**config.mk**
```make
export PLATFORM = sky130hd
export DESIGN_NAME = quad_dec_array
export DESIGN_NICKNAME = d
export VERILOG_FILES = /design/src/rtl/quad_dec_pkg.sv /design/src/rtl/quad_dec_ch.sv /design/src/rtl/quad_dec_array.sv
export SDC_FILE = /design/constraint.sdc
export NUM_CORES = 1
export LEC_CHECK = 0
export CELL_PAD_IN_SITES_DETAIL_PLACEMENT = 1
export CELL_PAD_IN_SITES_GLOBAL_PLACEMENT = 1
export CORE_MARGIN = 2
export CORE_UTILIZATION = 30
export CTS_CLUSTER_SIZE = 14
export DETAILED_ROUTE_END_ITERATION = 7
export PLACE_DENSITY_LB_ADDON = 0.05
export SYNTH_ARGS = -nofsm -noshare
export SYNTH_HDL_FRONTEND = slang
export SYNTH_SLANG_ARGS = --single-unit
export TNS_END_PERCENT = 20
```
**constraint.sdc**
```tcl
create_clock -name clk_62p5mhz -period 3.9 [get_ports clk_62p5mhz]
set_input_delay 0.78 -clock clk_62p5mhz [delete_from_list [all_inputs] [get_ports clk_62p5mhz]]
set_output_delay 0.78 -clock clk_62p5mhz [all_outputs]
set_load 0.05 [all_outputs]
```
**src/rtl/quad_dec_pkg.sv**
```systemverilog
`default_nettype none
// ============================================================================
//  Module   : quad_dec_pkg
//  Brief    : Shared constants, state encoding and step decoder for the
//             multi-channel quadrature decoder.
//  Revision : 1.0 - initial release
// ============================================================================
package quad_dec_pkg;

  // Config write bit positions within wr_data
  localparam int CFG_CLR = 0;
  localparam int CFG_SAT = 1;
  localparam int CFG_X1  = 2;
  localparam int CFG_IE  = 3;

  // Read word fields sit above the count; offsets are relative to CNT_W
  localparam int RD_SW_OFS  = 0;
  localparam int RD_EVT_OFS = 2;
  localparam int RD_ERR_OFS = 3;

  // Per-channel start-up state
  typedef enum logic [0:0] {
    ST_ARM = 1'b0,
    ST_RUN = 1'b1
  } ch_state_t;

  // Direction of one {B,A} step
  typedef enum logic [1:0] {
    DIR_NONE = 2'd0,
    DIR_INC  = 2'd1,
    DIR_DEC  = 2'd2,
    DIR_ILL  = 2'd3
  } dir_t;

  // Position of a {B,A} level along the forward cycle 00,01,11,10
  function automatic logic [1:0] gray_pos(input logic [1:0] ba);
    logic [1:0] p;
    case (ba)
      2'b00:   p = 2'd0;
      2'b01:   p = 2'd1;
      2'b11:   p = 2'd2;
      default: p = 2'd3;
    endcase
    return p;
  endfunction

  // Distance around the cycle tells the direction; two positions away is illegal
  function automatic dir_t step_dir(input logic [1:0] prev, input logic [1:0] cur);
    logic [1:0] d;
    dir_t       r;
    d = gray_pos(cur) - gray_pos(prev);
    case (d)
      2'd0:    r = DIR_NONE;
      2'd1:    r = DIR_INC;
      2'd3:    r = DIR_DEC;
      default: r = DIR_ILL;
    endcase
    return r;
  endfunction

endpackage
`default_nettype wire

```
**src/rtl/quad_dec_ch.sv**
```systemverilog
`default_nettype none
// ============================================================================
//  Module   : quad_dec_ch
//  Brief    : One encoder channel: input synchroniser, glitch filter, arming
//             FSM, X4/X1 step decode, wrap/saturate counter and sticky flags.
//  Revision : 1.0 - initial release
// ============================================================================
module quad_dec_ch
  import quad_dec_pkg::*;
#(
  parameter int CNT_W    = 8,
  parameter int CNT_INIT = 128,
  parameter int FILT_LEN = 4
) (
  input  logic             clk_62p5mhz,
  input  logic             reset_,
  input  logic             enc_a,
  input  logic             enc_b,
  input  logic [1:0]       enc_sw,
  input  logic             wr_stb,
  input  logic [3:0]       wr_data,
  input  logic             rd_stb,
  output logic [CNT_W-1:0] count,
  output logic [1:0]       sw,
  output logic             evt,
  output logic             err,
  output logic             ie
);

  localparam logic [3:0]       c_filt = 4'(FILT_LEN);
  localparam logic [CNT_W-1:0] c_init = CNT_W'(CNT_INIT);
  localparam logic [CNT_W-1:0] c_max  = {CNT_W{1'b1}};
  localparam logic [CNT_W-1:0] c_one  = CNT_W'(1);

  // Input bit order everywhere below: {sw1, sw0, b, a}
  logic [3:0]       r_sync1, r_sync2, r_filt;
  logic [3:0][3:0]  r_fcnt;
  logic [3:0]       r_arm_cnt;
  ch_state_t        r_state, w_state_nxt;
  logic             w_arm_load;
  logic [1:0]       r_prev, w_cur;
  dir_t             w_dir;
  logic             w_run, w_inc, w_dec, w_ill, w_clr, w_step;
  logic             r_sat, r_x1, r_ie, r_evt, r_err;
  logic [CNT_W-1:0] r_count;

  // Two-flop synchroniser on all raw inputs
  always_ff @(posedge clk_62p5mhz or negedge reset_) begin
    if (!reset_) begin
      r_sync1 <= '0;
      r_sync2 <= '0;
    end else begin
      r_sync1 <= {enc_sw, enc_b, enc_a};
      r_sync2 <= r_sync1;
    end
  end

  // Glitch filter: a new level must persist FILT_LEN samples to be accepted
  always_ff @(posedge clk_62p5mhz or negedge reset_) begin
    if (!reset_) begin
      r_fcnt <= '0;
      r_filt <= '0;
    end else begin
      for (int j = 0; j < 4; j++) begin
        if (r_sync2[j] == r_filt[j]) begin
          r_fcnt[j] <= '0;
        end else if (r_fcnt[j] == c_filt - 4'd1) begin
          r_filt[j] <= r_sync2[j];
          r_fcnt[j] <= '0;
        end else begin
          r_fcnt[j] <= r_fcnt[j] + 4'd1;
        end
      end
    end
  end

  // Start-up timer: saturates once FILT_LEN cycles have elapsed since reset
  always_ff @(posedge clk_62p5mhz or negedge reset_) begin
    if (!reset_)                 r_arm_cnt <= '0;
    else if (r_arm_cnt != c_filt) r_arm_cnt <= r_arm_cnt + 4'd1;
  end

  // FSM state register
  always_ff @(posedge clk_62p5mhz or negedge reset_) begin
    if (!reset_) r_state <= ST_ARM;
    else         r_state <= w_state_nxt;
  end

  // FSM next state: arm once the A/B filters are quiet and start-up time is over
  always_comb begin
    w_state_nxt = r_state;
    w_arm_load  = 1'b0;
    case (r_state)
      ST_ARM: begin
        if (r_arm_cnt == c_filt && r_fcnt[0] == 4'd0 && r_fcnt[1] == 4'd0) begin
          w_state_nxt = ST_RUN;
          w_arm_load  = 1'b1;
        end
      end
      ST_RUN:  w_state_nxt = ST_RUN;
      default: w_state_nxt = ST_ARM;
    endcase
  end

  // Step decode; X1 only counts the transitions that land on 00
  always_comb begin
    w_cur  = r_filt[1:0];
    w_run  = (r_state == ST_RUN);
    w_dir  = step_dir(r_prev, w_cur);
    w_inc  = w_run && (w_dir == DIR_INC) && (!r_x1 || (r_prev == 2'b10 && w_cur == 2'b00));
    w_dec  = w_run && (w_dir == DIR_DEC) && (!r_x1 || (r_prev == 2'b01 && w_cur == 2'b00));
    w_ill  = w_run && (w_dir == DIR_ILL);
    w_step = w_inc || w_dec;
    w_clr  = wr_stb && wr_data[CFG_CLR];
  end

  // Previous {B,A}: loaded on arming, then follows the filtered level
  always_ff @(posedge clk_62p5mhz or negedge reset_) begin
    if (!reset_)                r_prev <= '0;
    else if (w_arm_load || w_run) r_prev <= w_cur;
  end

  // Channel configuration
  always_ff @(posedge clk_62p5mhz or negedge reset_) begin
    if (!reset_) begin
      r_sat <= 1'b0;
      r_x1  <= 1'b0;
      r_ie  <= 1'b0;
    end else if (wr_stb) begin
      r_sat <= wr_data[CFG_SAT];
      r_x1  <= wr_data[CFG_X1];
      r_ie  <= wr_data[CFG_IE];
    end
  end

  // Position counter; clear beats a coincident step
  always_ff @(posedge clk_62p5mhz or negedge reset_) begin
    if (!reset_) begin
      r_count <= c_init;
    end else if (w_clr) begin
      r_count <= c_init;
    end else if (w_inc) begin
      if (!(r_sat && r_count == c_max)) r_count <= r_count + c_one;
    end else if (w_dec) begin
      if (!(r_sat && r_count == '0)) r_count <= r_count - c_one;
    end
  end

  // Sticky flags: clear > set > read-clear
  always_ff @(posedge clk_62p5mhz or negedge reset_) begin
    if (!reset_) begin
      r_evt <= 1'b0;
      r_err <= 1'b0;
    end else begin
      if (w_clr)       r_evt <= 1'b0;
      else if (w_step) r_evt <= 1'b1;
      else if (rd_stb) r_evt <= 1'b0;
      if (w_clr)       r_err <= 1'b0;
      else if (w_ill)  r_err <= 1'b1;
      else if (rd_stb) r_err <= 1'b0;
    end
  end

  assign count = r_count;
  assign sw    = r_filt[3:2];
  assign evt   = r_evt;
  assign err   = r_err;
  assign ie    = r_ie;

endmodule
`default_nettype wire

```
**src/rtl/quad_dec_array.sv**
```systemverilog
`default_nettype none
// ============================================================================
//  Module   : quad_dec_array
//  Brief    : NCH-channel quadrature decoder with a channel-indexed
//             config/read port, live counter bus and shared interrupt.
//  Revision : 1.0 - initial release
// ============================================================================
module quad_dec_array
  import quad_dec_pkg::*;
#(
  parameter int NCH      = 2,
  parameter int CNT_W    = 8,
  parameter int CNT_INIT = 128,
  parameter int FILT_LEN = 4,
  parameter int CH_W     = (NCH > 1) ? $clog2(NCH) : 1
) (
  input  logic                 clk_62p5mhz,
  input  logic                 reset_,
  input  logic [NCH-1:0]       enc_a,
  input  logic [NCH-1:0]       enc_b,
  input  logic [2*NCH-1:0]     enc_sw,
  input  logic [CH_W-1:0]      ch_sel,
  input  logic                 wr_en,
  input  logic [3:0]           wr_data,
  input  logic                 rd_en,
  output logic [CNT_W+3:0]     rd_data,
  output logic [NCH*CNT_W-1:0] cnt_flat,
  output logic                 irq
);

  logic [CNT_W-1:0] w_count [NCH];
  logic [1:0]       w_sw    [NCH];
  logic [NCH-1:0]   w_evt, w_err, w_ie, w_wr, w_rd;
  logic [CNT_W+3:0] w_rd_word;

  for (genvar i = 0; i < NCH; i++) begin : g_ch
    // Out-of-range ch_sel matches no channel, so its strobes go nowhere
    assign w_wr[i] = wr_en && (ch_sel == CH_W'(i));
    assign w_rd[i] = rd_en && (ch_sel == CH_W'(i));

    quad_dec_ch #(
      .CNT_W    (CNT_W),
      .CNT_INIT (CNT_INIT),
      .FILT_LEN (FILT_LEN)
    ) u_ch (
      .clk_62p5mhz (clk_62p5mhz),
      .reset_      (reset_),
      .enc_a       (enc_a[i]),
      .enc_b       (enc_b[i]),
      .enc_sw      (enc_sw[2*i +: 2]),
      .wr_stb      (w_wr[i]),
      .wr_data     (wr_data),
      .rd_stb      (w_rd[i]),
      .count       (w_count[i]),
      .sw          (w_sw[i]),
      .evt         (w_evt[i]),
      .err         (w_err[i]),
      .ie          (w_ie[i])
    );

    assign cnt_flat[i*CNT_W +: CNT_W] = w_count[i];
  end

  // Read word mux; an unmatched channel index yields zero
  always_comb begin
    w_rd_word = '0;
    for (int i = 0; i < NCH; i++) begin
      if (ch_sel == CH_W'(i)) begin
        w_rd_word[CNT_W-1:0]              = w_count[i];
        w_rd_word[CNT_W+RD_SW_OFS +: 2]   = w_sw[i];
        w_rd_word[CNT_W+RD_EVT_OFS]       = w_evt[i];
        w_rd_word[CNT_W+RD_ERR_OFS]       = w_err[i];
      end
    end
  end

  // Registered read port: snapshot of the selected channel, held between reads
  always_ff @(posedge clk_62p5mhz or negedge reset_) begin
    if (!reset_)    rd_data <= '0;
    else if (rd_en) rd_data <= w_rd_word;
  end

  // Interrupt: any channel with an enabled pending event
  always_ff @(posedge clk_62p5mhz or negedge reset_) begin
    if (!reset_) irq <= 1'b0;
    else         irq <= |(w_evt & w_ie);
  end

endmodule
`default_nettype wire

```
Yosys cells after proc, flatten, opt, wreduce, memory -nomap -nowiden. Index checks and enable logic that the tools add are counted.

Multipliers: 0. Shift operators: 0. $lt $le $gt $ge: 0. Div/mod/pow operators: 0. Add/sub/neg operators: 16. Reductions and logical operators: 67. Bitwise logic cells: 12. Mux-type cells: 49. Equality and inequality tests: 46.

Operator list (count): $mux W8 (10); $mux W4 (16); $add A4 B1 Y4 const B (10); $pmux W2 S3 (6); $eq A4 B2 Y1 const B (8); $logic_and A1 B1 Y1 (28); $eq A2 B2 Y1 const B (12); $reduce_bool A3 Y1 (6); $add A8 B1 Y8 const B (2); $eq A2 B1 Y1 const B (8); $eq A8 B8 Y1 const B (2); $logic_not A4 Y1 (4); $logic_not A8 Y1 (2); $reduce_and A2 Y1 (8); $sub A8 B1 Y8 const B (2); $mux W1 (14); $logic_not A2 Y1 (6); $mux W12 (1); $not A1 Y1 (11); $eq A1 B1 Y1 (8); $eq A4 B3 Y1 const B (2); $logic_or A1 B1 Y1 (8); $ne A4 B3 Y1 const B (2); $ne A3 B1 Y1 const B (2); 7 further kinds (12).

Input bits: 17. Output and inout bits: 29. Register bits after elaboration: 109. Memory bits (writable): 0. Memories: 0. Bits in latches: 0. Memory bits (read-only): 0. Word-level logic and storage cells: 230.

Longest topological paths before layout. Gate-level depths: netlist (run 1).

Depth after elaboration: 11. Depth in mapped cells: 15. Depth with buffers taken out: 15.

Modules after synthesis. From an unflattened synthesis (run 1), not the netlist that was laid out.

Cells, all modules: 523. Area, all modules: 5677.9 um^2.

By module, submodules not included: quad_dec_ch (times used 2, sequential area each 1202.4 um^2, cells an instance 232, area each 2518.7 um^2); quad_dec_array (times used 1, sequential area each 325.3 um^2, cells an instance 59, area each 640.6 um^2).

Least setup slack after synthesis (run 1). Ideal clock, no wire load.

Path type: flip-flop to flip-flop. From: register g_ch[0].u_ch.r_filt[0]. To: register g_ch[0].u_ch.r_count[7]. Cell stages (with the launch flop): 14. Arrival: 3.026 ns. Clock period less this slack: 3.101 ns. Library setup time: 0.075 ns. Buffers on the path: 0. Slack: 0.799 ns. Required time: 3.825 ns. Path through: dfrtp_1 -> inv_1 -> ha_1 -> inv_1 -> ha_1 -> xor3_1 -> nand2b_1 -> ha_1 -> a21oi_1 -> o211ai_1 -> o41ai_1 -> xnor2_1 -> and4_1 -> nor3_2.

Longest elaborated chain between the ends: 10. Elaborated cells on any way between the ends: 25. Those cells by class: add/sub (1); eq/ne (8); mux (4); reduce/logical (12).

RTL lines: from (decl) (RTL line quad_dec_ch.sv:36) `logic [3:0] r_sync1, r_sync2, r_filt;`; from (signal, indexed assignment) (RTL line quad_dec_ch.sv:68) `r_filt[j] <= r_sync2[j];`; $eq A2 B2 Y1, or another cell as far along (RTL line quad_dec_pkg.sv:38) `case (ba)`; $pmux W2 S3 (RTL line quad_dec_pkg.sv:38); $sub A2 B2 Y2 (RTL line quad_dec_pkg.sv:51) `d = gray_pos(cur) - gray_pos(prev);`; $eq A2 B2 Y1, or another cell as far along (RTL line quad_dec_pkg.sv:52) `case (d)`; $pmux W2 S3 (RTL line quad_dec_pkg.sv:52); $eq A2 B1 Y1 / $eq A2 B2 Y1 (equally long branches) (RTL line quad_dec_ch.sv:110, quad_dec_ch.sv:111); $logic_and A1 B1 Y1 (on tied branches) (2 in series) (RTL line quad_dec_ch.sv:110, quad_dec_ch.sv:111); $ne A3 B3 Y1 (no line), or another cell as far along; $reduce_and A3 Y1 (no line) / $mux W8 (equally long branches); to (signal assigned) (RTL line quad_dec_ch.sv:139) `r_count <= c_init;`; to (signal assigned) (RTL line quad_dec_ch.sv:141) `r_count <= c_init;`; to (signal assigned) (RTL line quad_dec_ch.sv:143) `if (!(r_sat && r_count == c_max)) r_count <= r_count + c_one;`; to (decl) (RTL line quad_dec_ch.sv:45) `logic [CNT_W-1:0] r_count;`.

Parallel ways exist; a longest one is shown, timed or not. A chain may end at the register's enable or synchronous reset.

Worst setup path after layout (run 1). Same ends and word-level chain as after synthesis.

==> summary.md, run 1 <==
| Metric | Value |
|---|---|
| Layout cells sized above 1 | 8.15% |
| Largest net degree at the start of global routing | 70 |
| Hold crit path type | flip-flop to flip-flop |
| Final hold violation count | 0 |
| Placed cells | 790 |
| CP Launch Point | g_ch[0].u_ch.r_filt[0] |
| Port Buffers | 45 |
| Drt pass-1 iters | 4 |
| Post-route clock period utilization | 90.5% |
| Layout Utilization | 36.5% |
| # nets final | 637 |
| Top cell type by total area after synthesis | dfrtp_1 |
| Hold-fix buffers, CTS | 0 |
| Vias in the first global route | 4,195 |
| Total wire length | 12.3 mm |
| Gate Count Post-Synth | 522 |
| CTS root buf | clkbuf_16 |
| Finished Layout Cells | 806 |
| Post-CTS Resized | 0 |
| Inserted Clock Buffers | 9 |
| Placed inst area | 6300 um2 |
| Status | completed |
| RSZ-0062 raised after global routing | false |
| TNS Setup | 0 ns |
| Gr usage total | 13.7% |
| Core ar. | 18,100 um2 |
| Synth Warn # | 0 |
| Skew-Pair Late Insertion Delay | 0.36 ns |
| TritonCTS clock tree | yes |
| First-pass GRT wire length | 21.4 mm |
| Synthesized area | 5590 um2 |
| Syn_nets | 587 |
| Final Max Slew Viols | 0 |
| Rel. slew slack | 57.3% |
| Worst hold stages | 0 |
| Overflow after GRT | 0 |
| TritonCTS Sinks | 109 |
| Clock skew after layout | 0.00827 ns |
| ANT cells | 0 |
| Critical Path RT | 4.19 ns |
| Largest cells by area after synthesis | dfrtp_1 48%, ha_1 10%, a21oi_1 3.3% |
| Critical Path End Type | flip-flop |
| Final instance area | 6630 um2 |
| Netlist cell types | 56 |
| Die Ht | 141 um |
| Io pins | 46 |
| Starting density of the core | 30.8% |
| Post-synth top area share | 47.9% |
| Crit Reg-Reg Endpoint | g_ch[0].u_ch.count[7] |
| P&R area growth vs syn | 18.5% |
| FF-to-FF path depth | 13 |
| Final worst path period need | 3.53 ns |
| EDFF count, synth | 0 |
| Die Footprint | 19,800 um2 |
| DRC | 0 |
| Post-DRT Antenna Nets | 0 |
| CP Max Fanout | 8 |
| Max-Cap Viols | 0 |
| Setup bufs post-CTS | 0 |
| Crit start category | flip-flop |
| Measured slew at the worst slew-check pin | 0.638 ns |
| Min-delay src | g_ch[0].u_ch.r_sync1[0] |
| Cell Rows | 49 |
| Clock slew at reported path FFs | 0.07 ns |
| Post-DP HPWL | 8.96 mm |
| Register area share after synthesis | 48.8% |
| H-tree levels | 3 |
| Mean Syn Cell Area | 10.7 um2 |
| Setup violators final | 0 |
| Via count | 3,899 |
| Initial antenna violation count | 0 |
| Flop2flop setup slack | 0.37 ns |
| Die width | 141 um |
| WS Path Type | flip-flop to flip-flop |
| DR WL/cell | 15.3 um |
| Worst-case hold path end point | g_ch[0].u_ch.r_sync2[0] |
| Drt initial violations | 111 |
| Critical Path AT | 3.81 ns |
| Asr flop ratio synth | 100% |
| Longest Clk Path Bufs | 2 |
| R2r startpoint | g_ch[0].u_ch.r_filt[0] |
| Post-synthesis register bit count | 109 |
| Achievable Freq | 0.283 GHz |
| Placer Congestion | 0.782 |
| Post-synth top flop | dfrtp_1 |
| Vias per inst | 4.84 |
[routing by layer]
layer / up-vias / routed length (um) / global-route usage (%)
met1: 1940 / 5860 / 17.6
met2: 39 / 5870 / 23.1
met4: 0 / 187 / 4.42
li1: 1907 / - / -
met5: - / 0 / 0
met3: 13 / 410 / 3.21
[flip-flops by register name (all words and copies together), names as in the netlist, 4 cells and up]
name,flops
rd_data,12
g_ch.u_ch.count,16
g_ch.u_ch.r_sync1,8
g_ch.u_ch.r_prev,4
g_ch.u_ch.r_arm_cnt,8
g_ch.u_ch.r_fcnt,32
g_ch.u_ch.r_filt,8
g_ch.u_ch.r_sync2,8
[kinds of logic (layout without fill, tap and decap cells)]
family	count (synthesis)	count (layout)	synth area share, %
muxes	28	28	5.39
xor gates and xnor gates	27	27	4.76
adders and majority gates	48	48	11.0
buffers and inverters	41	96	3.22
and+or+nand+nor	178	178	16.3
AOI/OAI and AO/OA	91	91	10.5
DFF	109	109	48.8
[cell usage after synthesis (all sizes together), types with 2 or more instances]
library cell and number:
nand2 30, clkbuf 6, or3b 2, o21ai 21, nor3b 5, and3 2, o21a 7, fa 2
nand3 28, a21o 3, nor2b 9, a211oi 7, nand2b 16, nor4 3, nand3b 10, xnor2 16
xor2 9, inv 32, nor3 11, dfstp 2, xor3 2, nand4 3, buf 3, or3 4
nor2 49, o211ai 4, a32oi 2, mux2 14, ha 46, a21oi 39, mux2i 14, dfrtp 107
[cell type report]
class                      instances  area (um2)
fill                            2026       11500
sequential                       109        2730
multi-input combinational        372        2680
timing repair buffer              48         483
tap                              229         287
clock buffer                       9         225
inverter                          32         120
clock inverter                     7        97.6
[worst max-delay path by stage]
stage	end	slack [ns]	cells past startpoint
floorplan	g_ch[0].u_ch.count[7]	0.80	13
global placement	g_ch[0].u_ch.count[6]	0.50	14
detailed placement	g_ch[0].u_ch.count[7]	0.34	13
CTS	g_ch[0].u_ch.count[7]	0.31	13
global route	g_ch[0].u_ch.count[7]	0.02	14
finish	g_ch[0].u_ch.count[7]	0.37	13
[critical path, stage by stage, from the launching register on]
cell and delay (ns):
dfrtp_1 0.41, inv_1 0.10, ha_1 0.29, inv_1 0.06, ha_1 0.15, xor3_1 0.50, nand2b_1 0.36, ha_1 0.36
a21oi_1 0.19, o211ai_1 0.16, o41ai_1 0.37, xnor2_1 0.13, and4_1 0.22, nor3_2 0.14
[per-stage QoR]
| stage | hold WS, ns | setup WS [ns] |
|---|---|---|
| after floorplan | 0.331 | 0.799 |
| after global placement | 0.336 | 0.495 |
| after detailed placement | 0.337 | 0.341 |
| after CTS | 0.355 | 0.306 |
| after global routing | 0.358 | 0.0246 |
| final | 0.350 | 0.372 |
[cell usage in the layout (no fill, tap or decap), types with 10 or more instances in the layout]
| master | n |
|---|---|
| nor3_1 | 10 |
| ha_1 | 46 |
| xnor2_1 | 16 |
| inv_1 | 32 |
| nand3b_1 | 10 |
| nand2_1 | 30 |
| clkdlybuf4s50_1 | 44 |
| a21oi_1 | 37 |
| nand2b_1 | 16 |
| nor2_1 | 49 |
| mux2i_1 | 13 |
| nand3_1 | 28 |
| dfrtp_1 | 107 |
| mux2_2 | 14 |
| o21ai_0 | 19 |
Power of run 1 is not shown: default switching activity piles up to over one toggle a cycle in this logic, so the estimate is an artifact.
==> inputs of run 2 (changes only) <==
- clock period: 3.9 -> 3.02 ns (I/O delays scaled with it)
==> run 2 against run 1 <==
Effect of this change:
- cell count rose by 4.2%
- sequential share of layout area fell by 2.9 points
- non-clock buffer count increased by 34
- worst hold slack worse by 0.10 ns
- utilization up 2.8 points
- flip-flop and latch count stayed put
- die area is the same
- clock-buffer cell count did not move
- critical path depth unchanged
- global-route usage grew 0.43 points
- clock skew grew 0.0035 ns
- via count rose by 5.7%
==> summary.md, run 2 (synthesis gave the netlist of run 1 again) <==
| Metric | Value |
|---|---|
| Rel. slew slack | 59.8% (was 57.3%) |
| First-pass GRT wire length | 22.2 mm (was 21.4 mm) |
| CTS root buf | clkbuf_16 (unchanged) |
| Crit-path most repeated cell | ha_4 (was ha_1) |
| Skew-Pair Late Insertion Delay | 0.36 ns (about the same) |
| Most frequent cells in the layout | 107 x dfrtp_1, 45 x nor2_1, 44 x clkdlybuf4s50_1 (was 107 x dfrtp_1, 49 x nor2_1, 46 x ha_1) |
| DRC | 0 (unchanged) |
| ANT cells | 0 (unchanged) |
| WP buf/inv | 3 (was 2) |
| Die Footprint | 19,800 um2 (unchanged) |
| CP cell instances | inv_2 -> ha_4 -> inv_4 -> ha_4 -> xor3_2 -> a211o_4 -> ha_1 -> or3_1 -> o211ai_1 -> xnor2_1 -> buf_4 -> a21oi_2 -> o21ai_2 (was inv_1 -> ha_1 -> inv_1 -> ha_1 -> xor3_1 -> nand2b_1 -> ha_1 -> a21oi_1 -> o211ai_1 -> o41ai_1 -> xnor2_1 -> and4_1 -> nor3_2) |
| Drt pass-1 iters | 4 (unchanged) |
| Vias per inst | 4.91 (was 4.84) |
| Largest net degree at the start of global routing | 68 (was 70) |
| Worst stage delay on the critical path | 0.46 ns (was 0.50 ns) |
| Final worst path period need | 3.01 ns (was 3.53 ns) |
| Worst path slowest cell | xor3_2 (was xor3_1) |
| Layout Utilization | 39.3% (was 36.5%) |
| Hold crit path type | input pin to asynchronous set/reset pin (was flip-flop to flip-flop) |
| RSZ-0062 raised after global routing | true (was false) |
| Hold-fix buffers, CTS | 0 (unchanged) |
| Critical Path End Type | flip-flop (unchanged) |
| Io pins | 46 (unchanged) |
| Clock slew at reported path FFs | 0.07 ns (about the same) |
| Die Ht | 141 um (unchanged) |
| Measured slew at the worst slew-check pin | 0.601 ns (was 0.638 ns) |
| Filler instances | 2,017 (was 2,026) |
| Drt initial violations | 128 (was 111) |
| Total wire length | 13.4 mm (was 12.3 mm) |
| H-tree levels | 3 (unchanged) |
| Post-DP HPWL | 9.53 mm (was 8.96 mm) |
| Port Buffers | 45 (unchanged) |
| Critical Path RT | 3.30 ns (was 4.19 ns) |
| Setup violators final | 0 (unchanged) |
| Final hold violation count | 0 (unchanged) |
| Post-DRT Antenna Nets | 0 (unchanged) |
| Cell Rows | 49 (unchanged) |
| Max reg flops | 32 (unchanged) |
| Vias in the first global route | 4,445 (was 4,195) |
| Min Hold Slack | 0.250 ns (was 0.350 ns) |
| TritonCTS Sinks | 109 (unchanged) |
| Placed inst area | 6530 um2 (was 6300 um2) |
| Gr usage total | 14.2% (was 13.7%) |
| Placer Congestion | 0.765 (was 0.782) |
| Layout cells sized above 1 | 19.6% (was 8.15%) |
| Achievable Freq | 0.332 GHz (was 0.283 GHz) |
| Most common cell after layout, fill and taps aside | dfrtp_1 (unchanged) |
| Clock skew after layout | 0.0118 ns (was 0.00827 ns) |
| TritonCTS clock tree | yes (unchanged) |
| Critical Path AT | 3.29 ns (was 3.81 ns) |
| Die width | 141 um (unchanged) |
| Starting density of the core | 30.8% (unchanged) |
| Via count | 4,121 (was 3,899) |
| Core ar. | 18,100 um2 (unchanged) |
| Delay-heaviest family, CP | adder cells (unchanged) |
| # nets final | 672 (was 637) |
| Final instance area | 7140 um2 (was 6630 um2) |
| Longest Clk Path Bufs | 2 (unchanged) |
| Overflow after GRT | 0 (unchanged) |
| DR WL/cell | 15.9 um (was 15.3 um) |
| P&R area growth vs syn | 27.6% (was 18.5%) |
| Flop2flop setup slack | 0.01 ns (was 0.37 ns) |
| Initial antenna violation count | 0 (unchanged) |
| Max-Cap Viols | 0 (unchanged) |
| Final Max Slew Viols | 0 (unchanged) |
| TNS Setup | 0 ns (unchanged) |
| Inserted Clock Buffers | 9 (unchanged) |
| Crit start category | flip-flop (unchanged) |
| WS Path Type | flip-flop to flip-flop (unchanged) |
| Post-route clock period utilization | 99.7% (was 90.5%) |
| Largest reg by FF count | g_ch.u_ch.r_fcnt (unchanged) |
| Status | completed (unchanged) |
| CP Max Fanout | 5 (was 8) |
[run 2: changes by cell type in the layout (fill, tap and decap cells not counted), sizes merged]
cell    change
a211o       +1
bufinv      -1
inv         -1
buf        +34
clkinv      +1
[run 2: timing repair]
action	4_1_cts	5_1_grt
pin swaps	6	20
endpoints found under the setup margin	5	7
buffers inserted	0	5
gates resized for setup	14	37
gates cloned	1	0
[run 2: stage by stage]
step / worst slack (ns) / cells
after CTS: 0.00433 / 835
final: 0.00962 / 840
after floorplan: -0.0138 / 522
after global placement: -0.0375 / 819
after global routing: -0.120 / 840
after detailed placement: -0.133 / 819
[run 2: routing by layer]
| layer | routed length, um | share of wire, % | global-route usage (%) | vias to the layer above |
|---|---|---|---|---|
| li1 | - | - | - | 1979 |
| met3 | 373 | 2.8 | 3.59 | 10 |
| met2 | 6930 | 52 | 25.5 | 41 |
| met5 | 0 | 0 | 0 | - |
| met4 | 128 | 0.96 | 3.32 | 0 |
| met1 | 5940 | 44 | 17.1 | 2091 |
[run 2: path summary, 6_finish.rpt]
check / start / depth (start not counted) / to
max: g_ch[1].u_ch.r_prev[0] / 13 / g_ch[1].u_ch.count[7]
min in group clk_62p5mhz: g_ch[0].u_ch.r_sync1[1] / 0 / g_ch[0].u_ch.r_sync2[1]
max in group asynchronous: reset_ / 2 / g_ch[0].u_ch.count[7]
min: reset_ / 1 / g_ch[0].u_ch.r_sync2[2]
min reg2reg: g_ch[0].u_ch.r_sync1[1] / 0 / g_ch[0].u_ch.r_sync2[1]
max reg2reg: g_ch[1].u_ch.r_prev[0] / 13 / g_ch[1].u_ch.count[7]
[run 2: worst reg2reg max path, delay by kind of cell (launching register included)]
family	cells	cell delay (ns)
xor+xnor	2	0.63
buf+inv	3	0.28
flops	1	0.40
fa+ha+maj	3	0.64
compound gates	4	0.63
simple gates	1	0.35
[run 2: cell type report]
cell class                      count  area, um2  share of cell area (%)
Multi-Input combinational cell    373       2960                    41.5
Timing Repair Buffer               82        742                    10.4
Inverter                           32        125                    1.75
Clock inverter                      6       63.8                   0.894
Clock buffer                        9        225                    3.16
Tap cell                          229        287                    4.02
Sequential cell                   109       2730                    38.3
Power of run 2 is left out for the same reason.
